--- config.mk ---
export PLATFORM = sky130hd
export DESIGN_NAME = output_arbiter_node0
export DESIGN_NICKNAME = d
export VERILOG_FILES = /design/src/rtl/output_arbiter_node0_pkg.sv /design/src/rtl/output_arbiter_node0_rr_picker.sv /design/src/rtl/output_arbiter_node0.sv
export SDC_FILE = /design/constraint.sdc
export NUM_CORES = 1
export LEC_CHECK = 0
export CAP_MARGIN = 20
export CELL_PAD_IN_SITES_DETAIL_PLACEMENT = 2
export CELL_PAD_IN_SITES_GLOBAL_PLACEMENT = 2
export CORE_MARGIN = 4
export CORE_UTILIZATION = 27
export CTS_CLUSTER_DIAMETER = 150
export DETAILED_ROUTE_END_ITERATION = 7
export PLACE_DENSITY_LB_ADDON = 0.3
export SETUP_SLACK_MARGIN = 0.5
export SLEW_MARGIN = 20
export SYNTH_ARGS = -nofsm -noshare
export SYNTH_HDL_FRONTEND = slang
export SYNTH_SLANG_ARGS = --single-unit
--- constraint.sdc ---
create_clock -name clk -period 7.6 [get_ports clk]
set_input_delay 1.14 -clock clk [delete_from_list [all_inputs] [get_ports clk]]
set_output_delay 1.14 -clock clk [all_outputs]
set_load 0.05 [all_outputs]
--- src/rtl/output_arbiter_node0_pkg.sv ---
// Shared types, field masks and helpers for the node-0 output arbiter.
package output_arbiter_node0_pkg;

    typedef enum logic [1:0] {
        ST_IDLE    = 2'd0,
        ST_GRANT   = 2'd1,
        ST_RELEASE = 2'd2
    } arb_state_t;

    localparam logic [15:0] STATE_MASK         = 16'h0F00;
    localparam logic [15:0] PAYLOAD_MASK       = 16'h00FF;
    localparam logic [3:0]  DEFAULT_READY_CODE = 4'h1;

    // Only the state field takes part in the readiness decision.
    function automatic logic is_ready(input logic [15:0] word, input logic [3:0] code);
        return (word & STATE_MASK) == {4'h0, code, 8'h00};
    endfunction

    function automatic logic [2:0] wrap_inc(input logic [2:0] idx, input int n);
        if (int'(idx) >= n - 1)
            return 3'd0;
        else
            return idx + 3'd1;
    endfunction

endpackage

--- src/rtl/output_arbiter_node0_rr_picker.sv ---
// Combinational round-robin search: first ready index at or after rr_ptr, wrapping.
module rr_picker #(
    parameter int N_PERIPH = 2
) (
    input  logic [N_PERIPH-1:0] ready,
    input  logic [2:0]          rr_ptr,
    output logic                found,
    output logic [2:0]          index
);

    logic [2*N_PERIPH-1:0] doubled;
    logic [N_PERIPH-1:0]   rotated;
    logic [3:0]            offset;
    logic [3:0]            sum;

    // Rotating the doubled vector puts rr_ptr at bit 0, so the lowest set bit is the winner.
    always_comb begin
        doubled = {ready, ready};
        rotated = N_PERIPH'(doubled >> rr_ptr);
        found   = |rotated;
        offset  = 4'd0;
        for (int k = N_PERIPH - 1; k >= 0; k--) begin
            if (rotated[k])
                offset = 4'(k);
        end
        sum = {1'b0, rr_ptr} + offset;
        if (sum >= 4'(N_PERIPH))
            sum = sum - 4'(N_PERIPH);
        index = 3'(sum);
    end

endmodule

--- src/rtl/output_arbiter_node0.sv ---
// Registered handshaked arbiter sharing node 0's output word between peripherals and next_task.
module output_arbiter_node0
    import output_arbiter_node0_pkg::*;
#(
    parameter int          N_PERIPH   = 2,
    parameter logic [3:0]  READY_CODE = DEFAULT_READY_CODE,
    parameter int          TIMEOUT    = 255
) (
    input  logic                   clk,
    input  logic                   rst,
    input  logic [7:0]             next_task,
    input  logic [16*N_PERIPH-1:0] peripheral_bus,
    input  logic                   ack,
    output logic [15:0]            out,
    output logic                   out_valid,
    output logic                   out_is_periph,
    output logic [2:0]             grant_id,
    output logic [N_PERIPH-1:0]    periph_done,
    output logic                   timeout_err
);

    localparam logic [7:0] TIMER_LAST = 8'(TIMEOUT - 1);
    localparam logic [2:0] PTR_INIT   = 3'(N_PERIPH - 1);

    arb_state_t state, state_next;

    logic [N_PERIPH-1:0] ready;
    logic                pick_found;
    logic [2:0]          pick_idx;
    logic [15:0]         pick_word;

    logic [7:0]          timer, timer_next;
    logic [2:0]          rr_ptr, rr_ptr_next;
    logic [15:0]         out_next;
    logic                valid_next;
    logic                is_periph_next;
    logic [2:0]          grant_next;
    logic [N_PERIPH-1:0] done_next;
    logic                err_next;

    logic                grant_ack;
    logic                grant_expire;

    always_comb begin
        ready     = '0;
        pick_word = 16'h0000;
        for (int i = 0; i < N_PERIPH; i++) begin
            ready[i] = is_ready(peripheral_bus[16*i +: 16], READY_CODE);
            if (3'(i) == pick_idx)
                pick_word = peripheral_bus[16*i +: 16];
        end
    end

    rr_picker #(
        .N_PERIPH (N_PERIPH)
    ) u_picker (
        .ready  (ready),
        .rr_ptr (rr_ptr),
        .found  (pick_found),
        .index  (pick_idx)
    );

    // An ack on the last allowed cycle still counts as a normal completion.
    assign grant_ack    = (state == ST_GRANT) && ack;
    assign grant_expire = (state == ST_GRANT) && !ack && (timer == TIMER_LAST);

    always_ff @(posedge clk) begin
        if (rst) begin
            state         <= ST_IDLE;
            out           <= 16'h0000;
            out_valid     <= 1'b0;
            out_is_periph <= 1'b0;
            grant_id      <= 3'd0;
            periph_done   <= '0;
            timeout_err   <= 1'b0;
            rr_ptr        <= PTR_INIT;
            timer         <= 8'd0;
        end else begin
            state         <= state_next;
            out           <= out_next;
            out_valid     <= valid_next;
            out_is_periph <= is_periph_next;
            grant_id      <= grant_next;
            periph_done   <= done_next;
            timeout_err   <= err_next;
            rr_ptr        <= rr_ptr_next;
            timer         <= timer_next;
        end
    end

    always_comb begin
        state_next = state;
        case (state)
            ST_IDLE:    if (pick_found) state_next = ST_GRANT;
            ST_GRANT:   if (grant_ack || grant_expire) state_next = ST_RELEASE;
            ST_RELEASE: state_next = ST_IDLE;
            default:    state_next = ST_IDLE;
        endcase
    end

    // RELEASE holds out and grant_id so the peripheral sees a stable word while it clears ready.
    always_comb begin
        out_next       = out;
        valid_next     = out_valid;
        is_periph_next = out_is_periph;
        grant_next     = grant_id;
        done_next      = '0;
        err_next       = 1'b0;
        rr_ptr_next    = rr_ptr;
        timer_next     = timer;
        case (state)
            ST_IDLE: begin
                if (pick_found) begin
                    out_next       = pick_word;
                    valid_next     = 1'b1;
                    is_periph_next = 1'b1;
                    grant_next     = pick_idx;
                    timer_next     = 8'd0;
                end else begin
                    out_next       = {8'h00, next_task} & PAYLOAD_MASK;
                    valid_next     = 1'b0;
                    is_periph_next = 1'b0;
                    grant_next     = 3'd0;
                end
            end
            ST_GRANT: begin
                if (grant_ack) begin
                    valid_next  = 1'b0;
                    rr_ptr_next = wrap_inc(grant_id, N_PERIPH);
                    for (int i = 0; i < N_PERIPH; i++)
                        done_next[i] = (3'(i) == grant_id);
                end else if (grant_expire) begin
                    valid_next  = 1'b0;
                    err_next    = 1'b1;
                    rr_ptr_next = wrap_inc(grant_id, N_PERIPH);
                end else begin
                    timer_next = timer + 8'd1;
                end
            end
            default: begin
            end
        endcase
    end

endmodule

# After elaboration in Yosys (flattened, before gate mapping)
# Cells that the tools add are included.
# op_classes
n_addsub	4
n_lt_le_gt_ge	2
n_eq_ne	11
shifts	1
mux	22
bitwise	2
reduce_logical	17
# ops
cell	count
$mux 16	3
$mux 8	3
$pmux 8 s2	1
$mux 3	5
$add 8x1->8 const B	1
$eq 4x1->1 const B	2
$eq 8x8->1 const B	1
$eq 1x3->1 const A	2
$logic_not 3->1	2
$mux 1	6
$ne 2x2->1 const B	3
$reduce_and 2->1	3
$reduce_or 3->1	2
$add 3x1->4	1
$ge 4x2->1 const B	1
$mux 2	2
$pmux 2 s2	1
$reduce_and 4->1	1
$reduce_bool 2->1	2
$shr 4x3->2	1
$add 3x1->3 const B	1
$ge 3x1->1 const B	1
$logic_and 1x1->1	3
$ne 3x3->1 const B	1
other kinds (9)	10
# word_totals
ff_bits	37
inputBits	43
output_inout_bits	24
word_cells	68

# Logic depth before layout (Yosys ltp)
# logic_depth
word_depth	11
depth_mapped	11
ltp_nobuf	9

# Hierarchy
# From an unflattened synthesis, not the netlist that was laid out.
# hier_totals
cells_unflattened	221
area_unflattened_um2	1888.1
# by_module_without_submodules
module	instances	cells_per_inst	area_each_um2	seq_area_each_um2
output_arbiter_node0	1	207	1776.7	740.7
rr_picker	1	14	111.4	0.0

# Least setup slack after synthesis
# No wires, ideal clock.
# synth_timing
path_type	in2reg
startpoint	input peripheral_bus[27]
endpoint	register out[7]
setup_time_ps	123
arrival_ps	3437
required_ps	7477
slack_ps	4040
stages	8
path_buffers	2
cell_sequence	or4b_4 -> or3_1 -> a21oi_1 -> ha_1 -> clkbuf_1 -> clkbuf_1 -> mux2i_1 -> o211ai_2
# synth_via
elab_chain_cells	11
elab_cells_between_ends	14
cone_classes	2 x add/sub; 1 x order compare; 2 x eq/ne; 1 x shift; 6 x mux; 2 x reduce/logical
# synth_lines
item	line_no	source
start: declaration	output_arbiter_node0.sv:12	input logic [16*N_PERIPH-1:0] peripheral_bus,
$eq 4x1->1 (*)	output_arbiter_node0_pkg.sv:16	return (word & STATE_MASK) == {4'h0, code, 8'h00};
$shr 4x3->2 (*)	output_arbiter_node0_rr_picker.sv:19	rotated = N_PERIPH'(doubled >> rr_ptr);
$mux 1 (2 in a row)	output_arbiter_node0_rr_picker.sv:23	if (rotated[k])
$add 3x1->4	output_arbiter_node0_rr_picker.sv:26	sum = {1'b0, rr_ptr} + offset;
$ge 4x2->1 / $sub 3x2->3 (equally long branches)	output_arbiter_node0_rr_picker.sv:27, output_arbiter_node0_rr_picker.sv:28	
$mux 3	output_arbiter_node0_rr_picker.sv:27	if (sum >= 4'(N_PERIPH))
$logic_not 3->1	output_arbiter_node0.sv:49	if (3'(i) == pick_idx)
$mux 16 (2 in a row)	output_arbiter_node0.sv:49	
$mux 16 (*)	output_arbiter_node0.sv:113	if (pick_found) begin
end signal: assignment	output_arbiter_node0.sv:80	out <= out_next;
end: declaration	output_arbiter_node0.sv:14	output logic [15:0] out,
# Mark *: on every way between the ends. The rest lies on a longest branch, timed or not.
# A chain may end at the register's enable or synchronous reset.

# Worst setup path after layout
# layout_timing
startpoint	input peripheral_bus[27]
endpoint	register out[5]
# Same word-level chain as after synthesis.

==> metrics.cfg <==
[critical_path]
cpPeakStageDelay_ps = 660
path_class = in2reg
cp.arrival_ps = 4240
critical_path_endpoint_category = flop
category_of_the_worst_setup_path_launch_point = input pin
crit_path_start = peripheral_bus[27]
worst-r2r-setup-slack_ps = 5020
timing.rr.end = out[5]$_SDFFE_PP0P_
reg2reg_from = rr_ptr[0]$_SDFFE_PP1P_
timing.critical_path.cells = clkdlybuf4s50_1, or4b_4, or3_1, a21oi_1, ha_1, ha_1, xnor2_1, nand2_1, or3_1, o211ai_1
worst_ep_required_time_ps = 7800
path_delay_family = simple AND/OR/NAND/NOR gates
critical_path_buf_inv_count = 1
cp_slowest_cell = sky130_fd_sc_hd__or3_1
path_max_fanout = 16
rr_worst_depth = 8

[sta]
final-max-slew-violation-count = 0
rel_slew_slack = 0.375
maxClockFrequency_ghz = 0.247
setup_slack_ps = 3560
fin_worst_skew_ps = 6.30
rsz0062_at_grt = false
final-setup-viol-count = 0
hold_violations = 0
layout_worst_path_cycle_share = 0.532
timing_worst_slew_pin_value_ps = 930
finalCriticalPeriod_ps = 4040
totalNegativeSetupSlack_ps = 0

[clock_network]
post-cts-setup-buffer-count = 0
tritoncts.num_buffers = 5
cts-root-to-sink-buffers = 2
htreeDepth = 2
tritoncts = built
latest_clock_arrival_within_the_worst_skew_pair_ps = 290
clk_transition_reported_paths_ps = 70
tritoncts_num_sinks = 37
post_cts_resize_count = 0
cts-hold-fix-buffers = 0
clock-root-buffer = sky130_fd_sc_hd__clkbuf_8

[logic_synthesis]
synth.most_common_cell = sky130_fd_sc_hd__dfxtp_1
synth.avg_cell_area_um2 = 9.30
multiplexer_share_of_the_synthesized_area = 0.0883
synth-warning-count = 0
netlist_top_cells_count = 37 x sky130_fd_sc_hd__dfxtp_1, 22 x sky130_fd_sc_hd__nand2_1, 16 x sky130_fd_sc_hd__mux2i_1, 12 x sky130_fd_sc_hd__nand3_1, 11 x sky130_fd_sc_hd__clkbuf_1
count_of_flip_flops_with_a_built_in_enable_after_synthesis = 0
async_flop_share = 0
synth_cell_type_count = 44
synth_compound_area_frac = 0.182
synth_top_family_by_area = simple AND/OR/NAND/NOR gates
synth_adder_area_share = 0.0483
basic_gate_share_of_the_synthesized_area_counting_and_or_nand_and_nor_cells = 0.205
synth-xor-area-share = 0.0242
yosys.area.top_type_share = 0.409
ys_seq_area_frac = 0.409
yosys-top-cells-area = sky130_fd_sc_hd__dfxtp_1 41%, sky130_fd_sc_hd__mux2i_1 8.8%, sky130_fd_sc_hd__ha_1 4.8%, sky130_fd_sc_hd__nand2_1 4.6%, sky130_fd_sc_hd__o211ai_1 3.7%
yosysTopAreaCell = sky130_fd_sc_hd__dfxtp_1
synth_flop_cell = sky130_fd_sc_hd__dfxtp_1
mappedNetlistNets = 245
synthesis.instances = 195
synth_area_mm2 = 0.00181
synth.ff_latch_count = 37

[power]
post-layout-total-power_w = 0.000439
seq_power_share = 0.465
swShare = 0.268
p_int_w = 0.000321
combinational_share_of_power = 0.189
power.density_mw_per_mm2 = 167
power.static_leakage_nw = 1.01
power.ir.vdd_worst_mv = 0.0606
power_switching_w = 0.000118
power.clock.fraction = 0.346

[die]
floorplan.initialDensity = 0.282
std_cell_rows = 29
chipHeight_um = 89.9
die_width_um = 89.9
pin_count = 67
placeableCoreArea_mm2 = 0.00642
dieArea_mm2 = 0.00809

[grt]
overflow = 0
grt.total_usage = 0.140
maximum_number_of_pins_on_one_net_before_global_route_repair = 20
antenna_found_initial = 0
grt_first_pass_wirelength_um = 9130
first_global_vias = 1839

[placed_design]
place.gp.congestion = 0.728
io_buffers = 66
dpl.cell_count = 327
dp_slack_ps = 3210
hpwlAfterDp_um = 4270

[layout]
layout-area-overhead-vs-synth_pct = 44.7
fin_nets = 307
drive_gt1_frac = 0.0853
fill_cells = 711
layout.core_utilization = 0.408
final-instance-count-excl-fill = 335
antenna_cells_inserted = 0

[drt]
drt-pass1-iter-count = 4
ant_nets = 0
vias_per_cell = 5.09
post_route_drc_violation_count = 0
dr_total_vias = 1706
avgRoutedWirePerCell_um = 16.4
totalWireLength_um = 5490
detail_route.iter0.violations = 39

[min_path]
worstHoldEndpoint = out[10]$_SDFFE_PP0P_
worst_hold_path_type = reg2reg
holdPathStages = 2
hold_start = out[10]$_SDFFE_PP0P_

[run]
cap_viol_max_count = 0

[run_status]
run_status = finished clean

## through the flow
| step | cell area (um^2) | hold WS (ps) |
|---|---|---|
| after detailed placement | 2520 | 455 |
| final | 2620 | 463 |
| after global placement | 2520 | 436 |
| after floorplan | 1810 | 508 |
| after CTS | 2620 | 471 |
| after global routing | 2620 | 481 |
## registers in the layout (all words and copies together), names as in the netlist
| signal | count |
|---|---|
| grant_id | 3 |
| out | 16 |
| out_is_periph | 1 |
| out_valid | 1 |
| periph_done | 2 |
| rr_ptr | 3 |
| state | 2 |
| timeout_err | 1 |
| timer | 8 |
## power by group through the flow
stage | clock network (W) | logic [W] | registers, W
6_report | 0.000152 | 0.0000830 | 0.000204
5_1_grt | 0.000168 | 0.0000891 | 0.000205
4_1_cts | 0.000160 | 0.0000846 | 0.000204
3_5_place_dp | 0 | 0.0000842 | 0.000209
3_3_place_gp | 0 | 0.0000831 | 0.000208
2_1_floorplan | 0 | 0.0000256 | 0.000226
## worst reg2reg max path, cell delays in order, from the launching register on
cell,delay [ps]
sky130_fd_sc_hd__dfxtp_1,350
sky130_fd_sc_hd__or3_1,370
sky130_fd_sc_hd__a21oi_1,150
sky130_fd_sc_hd__ha_1,180
sky130_fd_sc_hd__ha_1,230
sky130_fd_sc_hd__xnor2_1,150
sky130_fd_sc_hd__nand2_1,80
sky130_fd_sc_hd__or3_1,660
sky130_fd_sc_hd__o211ai_1,320
## routing by layer
| metal | global-route usage | up-vias | part of all wire |
|---|---|---|---|
| met5 | 0 | - | 0 |
| met4 | 0.0459 | 0 | 0.012 |
| met3 | 0.0518 | 5 | 0.071 |
| met2 | 0.240 | 43 | 0.49 |
| met1 | 0.162 | 811 | 0.43 |
| li1 | - | 847 | - |
## layout by cell type (no fill, tap or decap), types with 4 or more instances in the layout
master	n
sky130_fd_sc_hd__nor4_1	4
sky130_fd_sc_hd__clkdlybuf4s50_1	66
sky130_fd_sc_hd__mux2i_1	16
sky130_fd_sc_hd__inv_1	4
sky130_fd_sc_hd__nand3_1	12
sky130_fd_sc_hd__nand2_1	22
sky130_fd_sc_hd__clkbuf_8	7
sky130_fd_sc_hd__xnor2_1	4
sky130_fd_sc_hd__ha_1	7
sky130_fd_sc_hd__o211ai_1	9
sky130_fd_sc_hd__nor2_1	4
sky130_fd_sc_hd__nor3_1	7
sky130_fd_sc_hd__dfxtp_1	37
sky130_fd_sc_hd__o21ai_2	7
sky130_fd_sc_hd__o21ai_0	4
sky130_fd_sc_hd__a21oi_1	6
## worst max-delay path by stage
stage	cells after the start	slack, ps	endpoint
floorplan	8	4040	out[7]$_SDFFE_PP0P_
global placement	10	3320	out[0]$_SDFFE_PP0P_
detailed placement	10	3210	out[0]$_SDFFE_PP0P_
CTS	10	3520	out[5]$_SDFFE_PP0P_
global route	10	3370	out[5]$_SDFFE_PP0P_
finish	10	3560	out[5]$_SDFFE_PP0P_
## final cells by class
class	count	area, um^2	share of cell area
Timing Repair Buffer	68	676	0.258
Tap cell	77	96.3	0.0367
Clock inverter	1	5.00	0.00191
Multi-Input combinational cell	141	993	0.379
Inverter	4	15.0	0.00573
Clock buffer	7	96.3	0.0367
Sequential cell	37	741	0.282
## cell families (layout without fill, tap and decap cells)
family / count (synthesis) / in the layout
DFF: 37 / 37
adders and majority gates: 7 / 7
xor gates and xnor gates: 5 / 5
muxes: 16 / 16
buffers and inverters: 17 / 80
AOI/OAI and AO/OA: 44 / 44
and+or+nand+nor: 69 / 69
Note: power is estimated with default switching activity, not from simulation.
==> variant 1: new RTL, same settings <==
Remove the register `timeout_err`: a continuous assignment takes its place, so the output `timeout_err` follows one clock earlier.
--- a/src/rtl/output_arbiter_node0.sv
+++ b/src/rtl/output_arbiter_node0.sv
@@ -72,7 +72,6 @@
             out_is_periph <= 1'b0;
             grant_id      <= 3'd0;
             periph_done   <= '0;
-            timeout_err   <= 1'b0;
             rr_ptr        <= PTR_INIT;
             timer         <= 8'd0;
         end else begin
@@ -82,11 +81,12 @@
             out_is_periph <= is_periph_next;
             grant_id      <= grant_next;
             periph_done   <= done_next;
-            timeout_err   <= err_next;
             rr_ptr        <= rr_ptr_next;
             timer         <= timer_next;
         end
     end
+
+    assign timeout_err = err_next;
 
     always_comb begin
         state_next = state;
Formal check against the unedited RTL: no difference found for any inputs over 10 cycles, from zero or initial values and one cycle with rst high; that may be too few to reach the edited logic, so the function may still have changed.
==> variant 1 against the unedited design <==
Area after synthesis barely moved; total power rose by 3.9%; first-iteration DRC count rose by 72%; critical endpoint is now timeout_err; sequential cell count fell by 1; routed wire length rose by 4.7%; register-to-register slack improved by 210 ps; critical path depth fell by 6; final area rose by 1.2%; worst setup slack got worse by 130 ps; clock power rose by 13%; non-clock buffer count fell by 1; cell count fell by 0.30%.
==> variant 1: results (changes against the unedited design) <==
{
  "power": {
    "seq_cell_power": {"value": 0.000199, "unit": "W", "change": "-2%"},
    "switching_share": {"value": 27.3, "unit": "%", "change": "+0.41 points"},
    "pwr-share-clk": {"value": 37.8, "unit": "%", "change": "+3.2 points"},
    "vdd.ir_drop.worst": {"value": 0.0000636, "unit": "V", "change": "+4.8%"},
    "total_leakage_power": {"value": 1.01, "unit": "nW", "change": "-0.52%"}
  },
  "status": {
    "status": "completed"
  },
  "detailed_routing": {
    "avgViaCountPerCell": {"value": 5.19, "change": "+1.8%"},
    "initialDrtViolationCount": {"value": 67, "change": "+72%"},
    "wl_per_cell": {"value": 17.2, "unit": "um", "change": "+5.0%"}
  },
  "worst_setup_path": {
    "worst-r2r-setup-slack": {"value": 5230, "unit": "ps", "change": "+210 ps"}
  },
  "grt": {
    "grt_first_pass_wirelength": {"value": 9570, "unit": "um", "change": "+4.8%"},
    "grt.total_usage": {"value": 14.4, "unit": "%", "change": "+0.37 points"},
    "grt_util_met3": {"value": 3.59, "unit": "%", "change": "-1.6 points"},
    "grt_use_met1": {"value": 16.9, "unit": "%", "change": "+0.72 points"},
    "grtUsageMet2": {"value": 26.4, "unit": "%", "change": "+2.4 points"},
    "number_of_antenna_violations_at_the_first_check_in_global_routing": {"value": 0, "change": "unchanged"}
  },
  "placed_design": {
    "finalWeightedCongestion": {"value": 0.760, "change": "+4.4%"},
    "half_perimeter_wire_length_after_detailed_placement": {"value": 4280, "unit": "um", "change": "about the same"}
  },
  "logic_synthesis": {
    "synthDistinctLibCells": {"value": 42, "change": "-4.5%"},
    "synthTopCellsByArea": "dfxtp_1 40%, mux2i_1 8.8%, ha_1 4.8%",
    "syn-num-nets": {"value": 239, "change": "-2.4%"},
    "synth-seq-area-share": {"value": 39.7, "unit": "%", "change": "-1.1 points"},
    "synth_common_cells": "36 x dfxtp_1, 16 x mux2i_1, 16 x nand2_1"
  },
  "finish": {
    "layout-drive-gt1-share": {"value": 7.78, "unit": "%", "change": "-0.75 points"}
  },
  "clock_tree": {
    "cts_buffer_depth": {"value": 2, "change": "unchanged"}
  },
  "timing": {
    "slew_headroom": {"value": 35.8, "unit": "%", "change": "-1.8 points"},
    "clock_skew": {"value": 9.66, "unit": "ps", "change": "+3.35 ps"}
  }
}
[variant 1: worst paths after layout]
| kind | endpoint | cells past startpoint | start |
|---|---|---|---|
| worst max-delay path | timeout_err | 4 | ack |
| worst min-delay path | out[12]$_SDFFE_PP0P_ | 2 | out[12]$_SDFFE_PP0P_ |
| worst max register to register | out[1]$_SDFFE_PP0P_ | 7 | rr_ptr[0]$_SDFFE_PP1P_ |
| worst min register to register | out[12]$_SDFFE_PP0P_ | 2 | out[12]$_SDFFE_PP0P_ |
[variant 1: worst max-delay path, cell delays in order]
cell and delay [ps]:
clkdlybuf4s50_1 490, nor3b_2 370, and3_1 230, clkdlybuf4s50_1 800
[variant 1: metal layers]
metal	part of all wire [%]	vias to the layer above	wire, um
met1	44	847	2510
li1	-	846	-
met5	0	-	0
met2	51	35	2960
met3	4.2	4	239
met4	0.70	0	40
[variant 1: layout make-up]
cell class                 count  area share (%)
clock buffer                   5            2.59
clock inverter                 3            1.60
inverter                       7           0.990
multi-input combinational    139            38.8
sequential                    36            27.2
tap                           77            3.63
timing repair buffer          67            25.2
[variant 1: stage by stage]
step	cells	setup WS, ps	hold WS (ps)	power [W]	area (sq um)
6_report	334	3430	458	0.000456	2650
5_1_grt	334	3290	486	0.000475	2650
4_1_cts	334	3430	461	0.000461	2650
3_5_place_dp	326	3420	446	0.000288	2540
3_3_place_gp	326	3470	435	0.000287	2540
2_1_floorplan	189	4110	466	0.000246	1810
[variant 1: cell families after synthesis]
kind of cell	synth area share (%)
DFF	39.7
and+or+nand+nor	20.5
muxes	8.83
AOI/OAI and AO/OA	19.8
adders and majority gates	4.83
buffers and inverters	3.45
xor gates and xnor gates	2.90
==> variant 2: new RTL, same settings <==
Without the edit above. `N_PERIPH` is set to 2 in 2 places; all go to 4.
--- a/src/rtl/output_arbiter_node0_rr_picker.sv
+++ b/src/rtl/output_arbiter_node0_rr_picker.sv
@@ -1,6 +1,6 @@
 // Combinational round-robin search: first ready index at or after rr_ptr, wrapping.
 module rr_picker #(
-    parameter int N_PERIPH = 2
+    parameter int N_PERIPH = 4
 ) (
     input  logic [N_PERIPH-1:0] ready,
     input  logic [2:0]          rr_ptr,
--- a/src/rtl/output_arbiter_node0.sv
+++ b/src/rtl/output_arbiter_node0.sv
@@ -2,7 +2,7 @@
 module output_arbiter_node0
     import output_arbiter_node0_pkg::*;
 #(
-    parameter int          N_PERIPH   = 2,
+    parameter int          N_PERIPH   = 4,
     parameter logic [3:0]  READY_CODE = DEFAULT_READY_CODE,
     parameter int          TIMEOUT    = 255
 ) (
Interface: changed (resized periph_done and peripheral_bus); port bits go from 67 to 101. The function was not compared with the original's and may differ.
==> variant 2 against the unedited design <==
Total power is 34% higher; count of clock-buffer cells in the layout is 1 lower; sequential cell count is 2 higher; final area is 32% higher; register-to-register slack worse by 1800 ps; routed wire length is 43% higher; critical path depth is 2 higher; area after synthesis is 28% higher; worst setup slack worse by 1200 ps; via count is 32% higher; largest power group unchanged.
==> variant 2: results (changes against the unedited design) <==
{
  "status": {
    "status": "completed"
  },
  "grt": {
    "grt_first_pass_wirelength": {"value": 12600, "unit": "um", "change": "+38%"},
    "grt.total_usage": {"value": 15.8, "unit": "%", "change": "+1.8 points"},
    "largest_net_degree_at_the_start_of_global_routing": {"value": 23, "change": "+15%"},
    "grt_pass1_vias": {"value": 2526, "change": "+37%"}
  },
  "finish": {
    "biggestRegsByFlops": "out: 16 flops, timer: 8 flops, periph_done: 4 flops",
    "layout-drive-gt1-share": {"value": 9.79, "unit": "%", "change": "+1.3 points"},
    "layout.nets": {"value": 413, "change": "+35%"}
  },
  "power": {
    "switching_share": {"value": 33.4, "unit": "%", "change": "+6.6 points"},
    "cellPowerDensity": {"value": 169, "unit": "mW/mm^2", "change": "+1.3%"},
    "vdd.ir_drop.worst": {"value": 0.0000617, "unit": "V", "change": "+1.8%"},
    "total_leakage_power": {"value": 1.25, "unit": "nW", "change": "+24%"}
  },
  "timing": {
    "worst-slew-pin-transition": {"value": 1010, "unit": "ps", "change": "+84.4 ps"},
    "clock_skew": {"value": 3.17, "unit": "ps", "change": "-3.14 ps"}
  },
  "worst_setup_path": {
    "worst-r2r-setup-slack": {"value": 3230, "unit": "ps", "change": "-1790 ps"},
    "path_max_fanout": {"value": 17, "change": "+1"},
    "worst-endpoint-arrival": {"value": 5410, "unit": "ps", "change": "+1170 ps"}
  },
  "detailed_routing": {
    "wl_per_cell": {"value": 18.2, "unit": "um", "change": "+11%"},
    "detail_route.wirelength": {"value": 7860, "unit": "um", "change": "+43%"},
    "initialDrtViolationCount": {"value": 51, "change": "+31%"},
    "avgViaCountPerCell": {"value": 5.21, "change": "+2.3%"}
  },
  "logic_synthesis": {
    "synthDistinctLibCells": {"value": 46, "change": "+4.5%"},
    "synth-seq-area-share": {"value": 33.7, "unit": "%", "change": "-7.1 points"},
    "syn-num-nets": {"value": 319, "change": "+30%"},
    "postSynthCellCount": {"value": 234, "change": "+20%"},
    "synthTopCellsByArea": "dfxtp_1 34%, mux4_2 16%, ha_1 4.9%",
    "synth_common_cells": "39 x dfxtp_1, 25 x nor2_1, 16 x a21oi_1, 16 x mux4_2, 12 x nand2_1"
  },
  "clock_tree": {
    "cts.root.buffer_cell": "clkbuf_8",
    "post_cts.repair.setup_buffers": {"value": 0, "change": "unchanged"},
    "insertion_delay": {"value": 290, "unit": "ps", "change": "about the same"}
  },
  "placed_design": {
    "place_inst": {"value": 426, "change": "+30%"},
    "half_perimeter_wire_length_after_detailed_placement": {"value": 6070, "unit": "um", "change": "+42%"},
    "place.port_buffers": {"value": 100, "change": "+52%"}
  }
}
variant 2: cell types whose count changed in the layout (fill, tap and decap cells not counted), sizes merged, moves of 6 or more:
| cell | unedited run | this run |
|---|---|---|
| a21oi | 6 | 16 |
| mux4 | 0 | 16 |
| nand2 | 22 | 12 |
| nand3 | 12 | 5 |
| mux2i | 16 | 10 |
| o211ai | 11 | 1 |
| nor2 | 4 | 25 |
| nor2b | 0 | 10 |
| clkdlybuf4s50 | 66 | 100 |
| a32oi | 0 | 8 |
variant 2: critical path, cell delays in order:
cell             delay [ps]
clkdlybuf4s50_1         440
or4b_4                  570
nor4b_2                 230
a211oi_1                120
or2b_1                  260
a221oi_1                280
ha_1                    240
inv_1                    70
fa_1                   1130
mux4_2                  620
a32oi_1                 240
nor2_1                   70
variant 2: cells by family after synthesis:
| logic type | share of synthesized area [%] |
|---|---|
| XOR/XNOR | 2.27 |
| buffers and inverters | 4.76 |
| AND/OR/NAND/NOR | 19.0 |
| AO/OA/AOI/OAI | 14.6 |
| multiplexers | 19.9 |
| flip-flops | 33.7 |
| adder cells (fa/ha/maj) | 5.73 |
variant 2: cell type report:
class / instances / area, sq um
Inverter: 8 / 30.0
Timing Repair Buffer: 103 / 1020
Multi-Input combinational cell: 171 / 1420
Clock buffer: 6 / 72.6
Tap cell: 105 / 131
Fill cell: 900 / 4800
Sequential cell: 39 / 781
variant 2: layer usage:
metal	vias up	GRT usage (%)	wire length, um
li1	1059	-	-
met1	1111	17.6	3190
met2	71	28.2	3950
met3	10	5.40	596
met4	0	5.08	125
met5	-	0	0
variant 2: path summary, 6_finish.rpt:
kind,end,from,cells past startpoint
max,out[15]$_SDFFE_PP0P_,peripheral_bus[9],12
min,out_is_periph$_SDFFE_PP0P_,out_is_periph$_SDFFE_PP0P_,2
max reg2reg,out[15]$_SDFFE_PP0P_,rr_ptr[1]$_SDFFE_PP1P_,11
min reg2reg,out_is_periph$_SDFFE_PP0P_,out_is_periph$_SDFFE_PP0P_,2
variant 2: stage by stage:
stage / hold slack [ps] / cell area, sq um / worst slack, ps / utilization, %
2_1_floorplan: 446 / 2310 / 3000 / -
3_3_place_gp: 447 / 3390 / 2180 / 41.0
3_5_place_dp: 468 / 3390 / 1970 / 41.0
4_1_cts: 479 / 3460 / 2300 / 41.9
5_1_grt: 506 / 3460 / 2050 / 41.9
6_report: 475 / 3460 / 2340 / 41.9
variant 2: power by group through the flow:
stage	combinational [W]	clock, W	sequential [W]
detailed placement	0.000229	0	0.000231
floorplan	0.000106	0	0.000266
global route	0.000243	0.000148	0.000228
global placement	0.000222	0	0.000231
finish	0.000226	0.000134	0.000226
CTS	0.000230	0.000139	0.000227
